### src/rtl/peri_timer_pkg.sv
`default_nettype none
// ============================================================================
//  Module      : peri_timer_pkg
//  Description : Shared constants, control-register layout and byte-lane
//                merge helper for the memory-mapped machine timer.
//  Revision    : 1.0 - initial release
// ============================================================================
package peri_timer_pkg;

    // Widest DIV field the CTRL layout can carry (bits [31:8]).
    localparam int unsigned c_div_max_w = 24;

    // Word offsets, decoded from peri_addr[4:2].
    localparam logic [2:0] c_off_mtime_lo    = 3'd0;
    localparam logic [2:0] c_off_mtime_hi    = 3'd1;
    localparam logic [2:0] c_off_mtimecmp_lo = 3'd2;
    localparam logic [2:0] c_off_mtimecmp_hi = 3'd3;
    localparam logic [2:0] c_off_ctrl        = 3'd4;
    localparam logic [2:0] c_off_status      = 3'd5;

    // CTRL bit positions.
    localparam int unsigned c_ctrl_en_bit     = 0;
    localparam int unsigned c_ctrl_irq_en_bit = 1;
    localparam int unsigned c_ctrl_div_lsb    = 8;

    // STATUS bit positions.
    localparam int unsigned c_status_pend_bit = 0;

    // Compare value after reset: nothing can match until software programs it.
    localparam logic [63:0] c_mtimecmp_rst = 64'hFFFF_FFFF_FFFF_FFFF;

    // CTRL register image, exactly 32 bits wide so it maps straight onto the bus.
    typedef struct packed {
        logic [c_div_max_w-1:0] div;
        logic [5:0]             rsvd;
        logic                   irq_en;
        logic                   en;
    } ctrl_t;

    // Replace only the byte lanes whose enable is set.
    function automatic logic [31:0] be_merge(
        input logic [31:0] old_word,
        input logic [31:0] new_word,
        input logic [3:0]  be
    );
        logic [31:0] merged;
        merged = old_word;
        for (int i = 0; i < 4; i++) begin
            if (be[i]) begin
                merged[8*i +: 8] = new_word[8*i +: 8];
            end
        end
        return merged;
    endfunction

endpackage
`default_nettype wire

### src/rtl/peri_timer_prescaler.sv
`default_nettype none
// ============================================================================
//  Module      : peri_timer_prescaler
//  Description : Divide-by-(DIV+1) tick generator for the machine timer.
//                Counts 0..div while enabled and strobes tick on the cycle
//                the count equals div.
//  Revision    : 1.0 - initial release
// ============================================================================
module peri_timer_prescaler #(
    parameter int unsigned DIV_W = 8
) (
    input  logic             clk,
    input  logic             rst,
    input  logic             en,
    input  logic [DIV_W-1:0] div,
    input  logic             restart,
    output logic             tick
);

    logic [DIV_W-1:0] r_cnt;

    // Tick is a same-cycle strobe so mtime advances on the terminal count.
    assign tick = en && (r_cnt == div);

    // Divider count; restart (a CTRL write) takes priority over counting.
    always_ff @(posedge clk or posedge rst) begin
        if (rst) begin
            r_cnt <= '0;
        end else if (restart) begin
            r_cnt <= '0;
        end else if (en) begin
            r_cnt <= tick ? '0 : r_cnt + 1'b1;
        end
    end

endmodule
`default_nettype wire

### src/rtl/peri_timer.sv
`default_nettype none
// ============================================================================
//  Module      : peri_timer
//  Description : Memory-mapped 64-bit machine timer. Decodes peri_* register
//                accesses, runs a prescaled free-running mtime counter,
//                compares it to mtimecmp and drives a level interrupt.
//  Revision    : 1.0 - initial release
// ============================================================================
module peri_timer
    import peri_timer_pkg::*;
#(
    parameter int unsigned PRESCALE_W   = 8,     // must not exceed c_div_max_w
    parameter logic        RESET_ENABLE = 1'b0
) (
    input  logic        clk,
    input  logic        rst,
    input  logic        peri_req,
    input  logic [31:0] peri_addr,
    input  logic        peri_write,
    input  logic [3:0]  peri_be,
    input  logic [31:0] peri_wdata,
    output logic        peri_gnt,
    output logic        peri_rvalid,
    output logic [31:0] peri_rdata,
    output logic        timer_irq_o
);

    // Writable CTRL bits: EN, IRQ_EN and a PRESCALE_W-wide DIV field; all
    // other bits hold zero.
    localparam logic [c_div_max_w-1:0] c_div_mask =
        {c_div_max_w{1'b1}} >> (c_div_max_w - PRESCALE_W);
    localparam logic [31:0] c_ctrl_wmask = {c_div_mask, 6'b00_0000, 1'b1, 1'b1};
    localparam ctrl_t c_ctrl_rst = '{div: '0, rsvd: '0, irq_en: 1'b0, en: RESET_ENABLE};

    // ------------------------------------------------------------------------
    // Registers
    // ------------------------------------------------------------------------
    logic [63:0] r_mtime;
    logic [63:0] r_mtimecmp;
    logic [31:0] r_mtime_hi_shadow;
    ctrl_t       r_ctrl;
    logic        r_pend;
    logic        r_irq;
    logic        r_rvalid;
    logic [31:0] r_rdata;

    // ------------------------------------------------------------------------
    // Decode
    // ------------------------------------------------------------------------
    logic [2:0]  w_off;
    logic        w_rd;
    logic        w_wr;
    logic        w_wr_mtime_lo;
    logic        w_wr_mtime_hi;
    logic        w_wr_cmp_lo;
    logic        w_wr_cmp_hi;
    logic        w_wr_ctrl;
    logic        w_rd_mtime_lo;
    logic        w_pend_clr;
    logic        w_match;
    logic        w_tick;
    logic [31:0] w_rdata;
    ctrl_t       w_ctrl_next;
    logic        w_unused_addr;

    assign w_off = peri_addr[4:2];
    assign w_rd  = peri_req && !peri_write;
    assign w_wr  = peri_req &&  peri_write;

    // The upstream decoder has already qualified the window; the rest is ignored.
    assign w_unused_addr = ^{peri_addr[31:5], peri_addr[1:0]};

    assign w_wr_mtime_lo = w_wr && (w_off == c_off_mtime_lo);
    assign w_wr_mtime_hi = w_wr && (w_off == c_off_mtime_hi);
    assign w_wr_cmp_lo   = w_wr && (w_off == c_off_mtimecmp_lo);
    assign w_wr_cmp_hi   = w_wr && (w_off == c_off_mtimecmp_hi);
    assign w_wr_ctrl     = w_wr && (w_off == c_off_ctrl);
    assign w_rd_mtime_lo = w_rd && (w_off == c_off_mtime_lo);

    // W1C on PEND lives in byte lane 0, so it needs that lane enabled.
    assign w_pend_clr = w_wr && (w_off == c_off_status) &&
                        peri_be[0] && peri_wdata[c_status_pend_bit];

    // Unsigned 64-bit compare on the registered values.
    assign w_match = (r_mtime >= r_mtimecmp);

    // Merged CTRL write with reserved and unused DIV bits forced low.
    assign w_ctrl_next = ctrl_t'(be_merge(r_ctrl, peri_wdata, peri_be) & c_ctrl_wmask);

    // No back-pressure: every request is granted in the cycle it appears.
    assign peri_gnt    = peri_req;
    assign peri_rvalid = r_rvalid;
    assign peri_rdata  = r_rdata;
    assign timer_irq_o = r_irq;

    // ------------------------------------------------------------------------
    // Prescaler
    // ------------------------------------------------------------------------
    peri_timer_prescaler #(
        .DIV_W   (PRESCALE_W)
    ) u_prescaler (
        .clk     (clk),
        .rst     (rst),
        .en      (r_ctrl.en),
        .div     (r_ctrl.div[PRESCALE_W-1:0]),
        .restart (w_wr_ctrl),
        .tick    (w_tick)
    );

    // Read mux over pre-write register state; MTIME_HI returns the shadow.
    always_comb begin
        w_rdata = 32'h0000_0000;
        case (w_off)
            c_off_mtime_lo:    w_rdata = r_mtime[31:0];
            c_off_mtime_hi:    w_rdata = r_mtime_hi_shadow;
            c_off_mtimecmp_lo: w_rdata = r_mtimecmp[31:0];
            c_off_mtimecmp_hi: w_rdata = r_mtimecmp[63:32];
            c_off_ctrl:        w_rdata = r_ctrl;
            c_off_status:      w_rdata = {31'h0000_0000, r_pend};
            default:           w_rdata = 32'h0000_0000;
        endcase
    end

    // mtime: a bus write to either half beats the increment, leaving the other
    // half at its pre-increment value so no carry leaks across.
    always_ff @(posedge clk or posedge rst) begin
        if (rst) begin
            r_mtime <= 64'h0;
        end else if (w_wr_mtime_lo) begin
            r_mtime[31:0] <= be_merge(r_mtime[31:0], peri_wdata, peri_be);
        end else if (w_wr_mtime_hi) begin
            r_mtime[63:32] <= be_merge(r_mtime[63:32], peri_wdata, peri_be);
        end else if (w_tick) begin
            r_mtime <= r_mtime + 64'd1;
        end
    end

    // HI shadow captured by a LO read so a LO-then-HI pair is coherent.
    always_ff @(posedge clk or posedge rst) begin
        if (rst) begin
            r_mtime_hi_shadow <= 32'h0;
        end else if (w_rd_mtime_lo) begin
            r_mtime_hi_shadow <= r_mtime[63:32];
        end
    end

    // mtimecmp halves with byte-lane writes.
    always_ff @(posedge clk or posedge rst) begin
        if (rst) begin
            r_mtimecmp <= c_mtimecmp_rst;
        end else if (w_wr_cmp_lo) begin
            r_mtimecmp[31:0] <= be_merge(r_mtimecmp[31:0], peri_wdata, peri_be);
        end else if (w_wr_cmp_hi) begin
            r_mtimecmp[63:32] <= be_merge(r_mtimecmp[63:32], peri_wdata, peri_be);
        end
    end

    // CTRL register.
    always_ff @(posedge clk or posedge rst) begin
        if (rst) begin
            r_ctrl <= c_ctrl_rst;
        end else if (w_wr_ctrl) begin
            r_ctrl <= w_ctrl_next;
        end
    end

    // PEND is sticky; an active match overrides a simultaneous clear.
    always_ff @(posedge clk or posedge rst) begin
        if (rst) begin
            r_pend <= 1'b0;
        end else begin
            r_pend <= w_match || (r_pend && !w_pend_clr);
        end
    end

    // Registered level interrupt gated by IRQ_EN.
    always_ff @(posedge clk or posedge rst) begin
        if (rst) begin
            r_irq <= 1'b0;
        end else begin
            r_irq <= r_pend && r_ctrl.irq_en;
        end
    end

    // One-cycle response for every granted access; data only for reads.
    always_ff @(posedge clk or posedge rst) begin
        if (rst) begin
            r_rvalid <= 1'b0;
            r_rdata  <= 32'h0;
        end else begin
            r_rvalid <= peri_req;
            r_rdata  <= w_rd ? w_rdata : 32'h0;
        end
    end

endmodule
`default_nettype wire

### config.mk
export PLATFORM = sky130hd
export DESIGN_NAME = peri_timer
export DESIGN_NICKNAME = d
export VERILOG_FILES = /design/src/rtl/peri_timer_pkg.sv /design/src/rtl/peri_timer_prescaler.sv /design/src/rtl/peri_timer.sv
export SDC_FILE = /design/constraint.sdc
export NUM_CORES = 1
export LEC_CHECK = 0
export ABC_CLOCK_PERIOD_IN_PS = 7500
export BUFFER_PORTS_ARGS = -buffer_cell sky130_fd_sc_hd__buf_2
export CAP_MARGIN = 20
export CORE_MARGIN = 5
export CORE_UTILIZATION = 30
export DETAILED_ROUTE_END_ITERATION = 12
export GPL_ROUTABILITY_DRIVEN = 1
export PLACE_DENSITY = 0.53
export SLEW_MARGIN = 20
export SYNTH_ARGS = -nofsm -noshare
export SYNTH_HDL_FRONTEND = slang
export SYNTH_SLANG_ARGS = --single-unit
### constraint.sdc
create_clock -name clk -period 7.5 [get_ports clk]
set_clock_uncertainty 0.1 [all_clocks]
set_input_delay 0.75 -clock clk [delete_from_list [all_inputs] [get_ports clk]]
set_output_delay 0.75 -clock clk [all_outputs]
set_load 0.02 [all_outputs]
# Word level (Yosys, flattened, before mapping)
# Index checks and enable logic that the tools add are counted.
dict set report totals {
  reg_bits 213
  output_inout_bits 35
  elab_cells 97
}
dict set report classes {
  add_sub_neg 2
  n_lt_le_gt_ge 1
  n_eq_ne 15
  mux 13
  bitwise_logic 2
  reduce_logical 39
}
# cell count
set ops {}
lappend ops {{$pmux 32 s6} 1}
lappend ops {{$mux 32} 4}
lappend ops {{$add 64x1->64 const B} 1}
lappend ops {{$ge 64x64->1} 1}
lappend ops {{$mux 64} 1}
lappend ops {{$mux 8} 7}
lappend ops {{$reduce_and 3->1} 12}
lappend ops {{$ne 2x2->1 const B} 9}
lappend ops {{$logic_and 1x1->1} 14}
lappend ops {{$reduce_and 2->1} 6}
lappend ops {{$add 8x1->8 const B} 1}
lappend ops {{$eq 8x8->1} 1}
lappend ops {{$eq 3x2->1 const B} 2}
lappend ops {{$eq 3x3->1 const B} 2}
lappend ops {{$reduce_bool 2->1} 3}
lappend ops {{$eq 3x1->1 const B} 1}
lappend ops {{$logic_not 3->1} 1}
lappend ops {{$logic_not 1->1} 2}
lappend ops {{$not 1->1} 2}
lappend ops {{$logic_or 1x1->1} 1}

# Depth between registers and ports, before layout
dict set report depth {
  depth_word 7
  mapped_depth 9
  depth_no_buf 8
}

# By module
# From an unflattened synthesis, not the netlist that was laid out.
dict set report unflattened {
  cells_unflattened 1225
  area_unflattened_um2 12229.2
}
# module instances cells_each area_each_um2 seq_area_each_um2
set by_module_without_submodules {}
lappend by_module_without_submodules {peri_timer 1 1172 11718.7 5210.0}
lappend by_module_without_submodules {peri_timer_prescaler 1 53 510.5 200.2}

# Least setup slack after synthesis
# OpenSTA, ideal clock, no wires.
dict set report synth_timing {
  kind {in2reg}
  from {input port peri_addr[3]}
  to {register r_mtime[7]}
  setup_ns 0.121
  t_arrival_ns 2.308
  required_time_ns 7.279
  setup_slack_ns 4.971
  path_stages 7
  path_cell_list {buf_2 -> nor3_2 -> and2_1 -> clkbuf_1 -> buf_1 -> o21ai_0 -> a22o_1}
}
dict set report synth_between {
  elab_chain_len 4
}
# element line
set synth_rtl {}
lappend synth_rtl {{start, declared} peri_timer.sv:18} ;# input logic [31:0] peri_addr,
lappend synth_rtl {{$eq 3x1->1 / $logic_not 3->1 (equally long branches)} {peri_timer.sv:74, peri_timer.sv:73}}
lappend synth_rtl {{$logic_and 1x1->1 (on tied branches)} {peri_timer.sv:74, peri_timer.sv:73}}
lappend synth_rtl {{$ne 2x2->1 (no line) / $reduce_bool 2->1 (equally long branches)} n/a}
lappend synth_rtl {{$reduce_and 3->1 (no line)} n/a}
lappend synth_rtl {{end signal, assigned} peri_timer.sv:130} ;# r_mtime[31:0] <= be_merge(r_mtime[31:0], peri_wdata, peri_be);
lappend synth_rtl {{end signal, assigned} peri_timer.sv:134} ;# r_mtime <= r_mtime + 64'd1;
lappend synth_rtl {{end, declared} peri_timer.sv:38} ;# logic [63:0] r_mtime;
# Several ways; a longest one is shown, not always the timed one.
# A chain may end at the register's enable or synchronous reset.

# Worst setup path in the final report
dict set report layout_timing {
  from {input port peri_addr[2]}
  to {register r_mtime[7]}
}
# The elaborated chain is that of the path after synthesis.

==> reports/qor.csv <==
metric,value,unit
status,"complete, no violations",
post-synthesis register bit count,213,
initial antenna violation count,1,
die height,213.2,um
post-CTS setup buffer count,0,
"Seq/Total Area, Yosys",0.4367,
Syn Area/Cell,9.794,sq um
Worst Path Max Fanout,65,
synth warn,0,
DP Area,13300,sq um
fmax,273.8,MHz
Least-Margin Pin Slew,1.029,ns
crit path time final,3.652,ns
FP Rows,74,
global-route wire length before repair,63430,um
Post-synth EDFFs,0,
post_cts resized,0,
setup TNS,0,ns
Worst-path clk slew,0.06,ns
unrepaired setup endpoints after global routing,no,
largest net degree at the start of global routing,85,
die width,213.2,um
Leak Pwr,6.064,nW
Syn Nets,1403,
Core Area,40830,sq um
hold_buf cts,0,
Crit path largest cell delay,0.82,ns
root buffer cell,clkbuf_16,
wire per inst,21.79,um
DRC violations left,0,
final period utilization,0.4869,
DIE AREA,45460,sq um
Synth Cell Area,12390,sq um
Mapped Cells,1265,
worst ir drop on vdd,0.1686,mV
CP Data Required Time,7.84,ns
Synth-to-Final Area Change,15.74,%
Tot GR Track Use,0.1785,
vias in the first global route,10260,
worst rel slew slack,0.3092,
detailed-route via count,10340,
worst-skew pair later-pin latency,0.56,ns
Hold Crit Class,in -> async,
NumNets Final,1456,
Longest Clk Path Bufs,3,
most common cell type on the critical path,buf_4,
Cell variety after synth,68,
router iterations before antenna repair,6,
share of layout cells above drive strength 1,0.2427,
Reg2Reg Depth,6,
WL final,40770,um
DPL Wire Length,29200,um
clk sinks,213,
Critical-path top delay cell,o21ai_1,
routed vias/inst,5.526,
ANT cells,0,
Initial Utilization,0.3034,
total of max-cap violations,0,
GRT Residual Overflow,0,
Final Slew Violations,0,
Setup crit start kind,input port,
CP cell instances,buf_2 -> nor3b_4 -> buf_4 -> nand2_2 -> buf_4 -> nand4_1 -> buf_4 -> o21ai_1 -> o21ai_0 -> a22o_1,
CTS tree,built,
GPL Wtd Cong,0.9115,
Setup-failing EPs final,0,
Pwr Density,257.3,nW/um^2
crit end category,register,
IO Port Bufs,77,
Post-synth ARST share,1.000,
H-Tree Depth,1,
clock buffer count from CTS,27,
most used flip-flop cell after synthesis,dfrtp_1,
Final Instance Area,14340,sq um
DRT iter0 DRCs,832,
post-place setup slack,3.346,ns
Fin. Hold Viols,0,
WP data arrival,3.99,ns
antenna-violating nets left,0,
CP Class,in -> reg,
fin worst setup slack,3.848,ns
Boundary Pins,107,
==> layout by cell type (no fill, tap or decap), types with 27 or more instances in the layout <==
cell,netlist,final
a22oi_1,55,55
nand2_1,97,95
inv_1,74,73
dfstp_2,64,64
clkbuf_16,0,27
nand3_1,50,50
nor2_1,84,84
mux2_2,103,103
dfrtp_1,149,149
ha_1,66,66
nand4_1,32,32
a21oi_1,111,111
buf_2,13,77
o21ai_0,53,53
==> final cells by class <==
type	instances	area, sq um
clock buffers	37	763.2
repair buffers	92	498.0
clock inverters	13	275.3
flip-flops and latches	213	5410
fillers	4156	26490
inverters	74	285.3
well taps	532	665.6
multi-input cells	910	6442
==> worst max-delay path: cells and delay by family <==
| kind | cells | cell delay [ns] |
|---|---|---|
| buffers and inverters | 4 | 1.38 |
| AOI/OAI and AO/OA | 3 | 1.32 |
| and+or+nand+nor | 3 | 0.53 |
==> flip-flops by register name, indices dropped and copies added (netlist names) <==
signal	flops
r_mtime	64
r_mtimecmp	64
peri_rdata	32
r_mtime_hi_shadow	32
r_ctrl	10
u_prescaler.r_cnt	8
peri_rvalid	1
r_pend	1
timer_irq_o	1
==> cell families (layout without fill, tap and decap cells) <==
kind of cell,after synthesis,after routing,synth area share
AOI/OAI and AO/OA,362,362,0.1907
xor gates and xnor gates,13,13,0.009190
muxes,106,106,0.09604
and+or+nand+nor,363,363,0.1558
DFF,213,213,0.4367
buffers and inverters,142,216,0.04494
adders and majority gates,66,66,0.06665
==> report_power, final <==
part           switching (mW)  internal (mW)  total [mW]
clock network           0.532          0.986        1.52
registers               0.189           1.35        1.54
logic                   0.354          0.276       0.630
total                    1.07           2.61        3.69
==> final timing paths <==
check / slack [ns] / startpoint / endpoint
hold / removal: 0.19 / rst / u_prescaler.r_cnt[2]
min in group clk: 0.26 / peri_req / peri_rvalid
setup reg to reg: 4.31 / r_mtime[14] / r_mtime[53]
setup / recovery: 3.85 / peri_addr[2] / r_mtime[7]
max in group asynchronous: 5.72 / rst / r_mtime_hi_shadow[21]
hold reg to reg: 0.38 / r_mtime_hi_shadow[24] / r_mtime_hi_shadow[24]
==> synth_stat cells (3+ instances only) <==
cell	instances	area (sq um)
dfrtp_1	149	3729
a21oi_1	111	555.5
mux2_2	103	1160
nand2_1	97	364.1
nor2_1	84	315.3
inv_1	74	277.8
ha_1	66	825.8
dfstp_2	64	1682
a22oi_1	55	412.9
o21ai_0	53	265.3
nand3_1	50	250.2
clkbuf_1	48	180.2
nand4_1	32	200.2
o22a_1	26	227.7
o22ai_1	17	106.4
a31oi_1	16	100.1
nor3_1	15	75.07
buf_2	13	65.06
and2_1	12	75.07
and3_1	12	75.07
and4_1	12	105.1
a2bb2oi_1	11	96.34
nor4_1	11	68.82
a211oi_1	10	75.07
o21a_1	10	75.07
xor2_1	10	87.58
a221oi_1	9	78.83
or3_1	6	37.54
a32oi_1	5	43.79
buf_1	5	18.77
nor2b_1	5	31.28
nor4_4	5	106.4
a41oi_1	4	35.03
nand2b_1	4	25.02
o211ai_1	4	30.03
a21o_1	3	22.52
a22o_1	3	26.28
mux2i_1	3	30.03
o21ai_1	3	15.01
o311a_1	3	30.03
o31a_1	3	26.28
or4_1	3	22.52
xnor2_1	3	26.28
==> per-stage QoR <==
step	std cells	power (mW)	utilization	hold slack, ns
after floorplan	1265	1.941	-	0.3498
after global placement	1821	2.163	0.3258	0.3655
after detailed placement	1821	2.185	0.3258	0.3769
after CTS	1871	3.731	0.3512	0.2011
after global routing	1871	3.889	0.3512	0.2396
final	1871	3.689	0.3512	0.1922
==> routing by layer <==
layer  wire, um  GRT usage
met4       1080    0.05154
met3       2760    0.02718
met2      17930     0.2741
met1      19000     0.2617
met5          0          0
No activity file was read; power rests on OpenSTA's default activity.
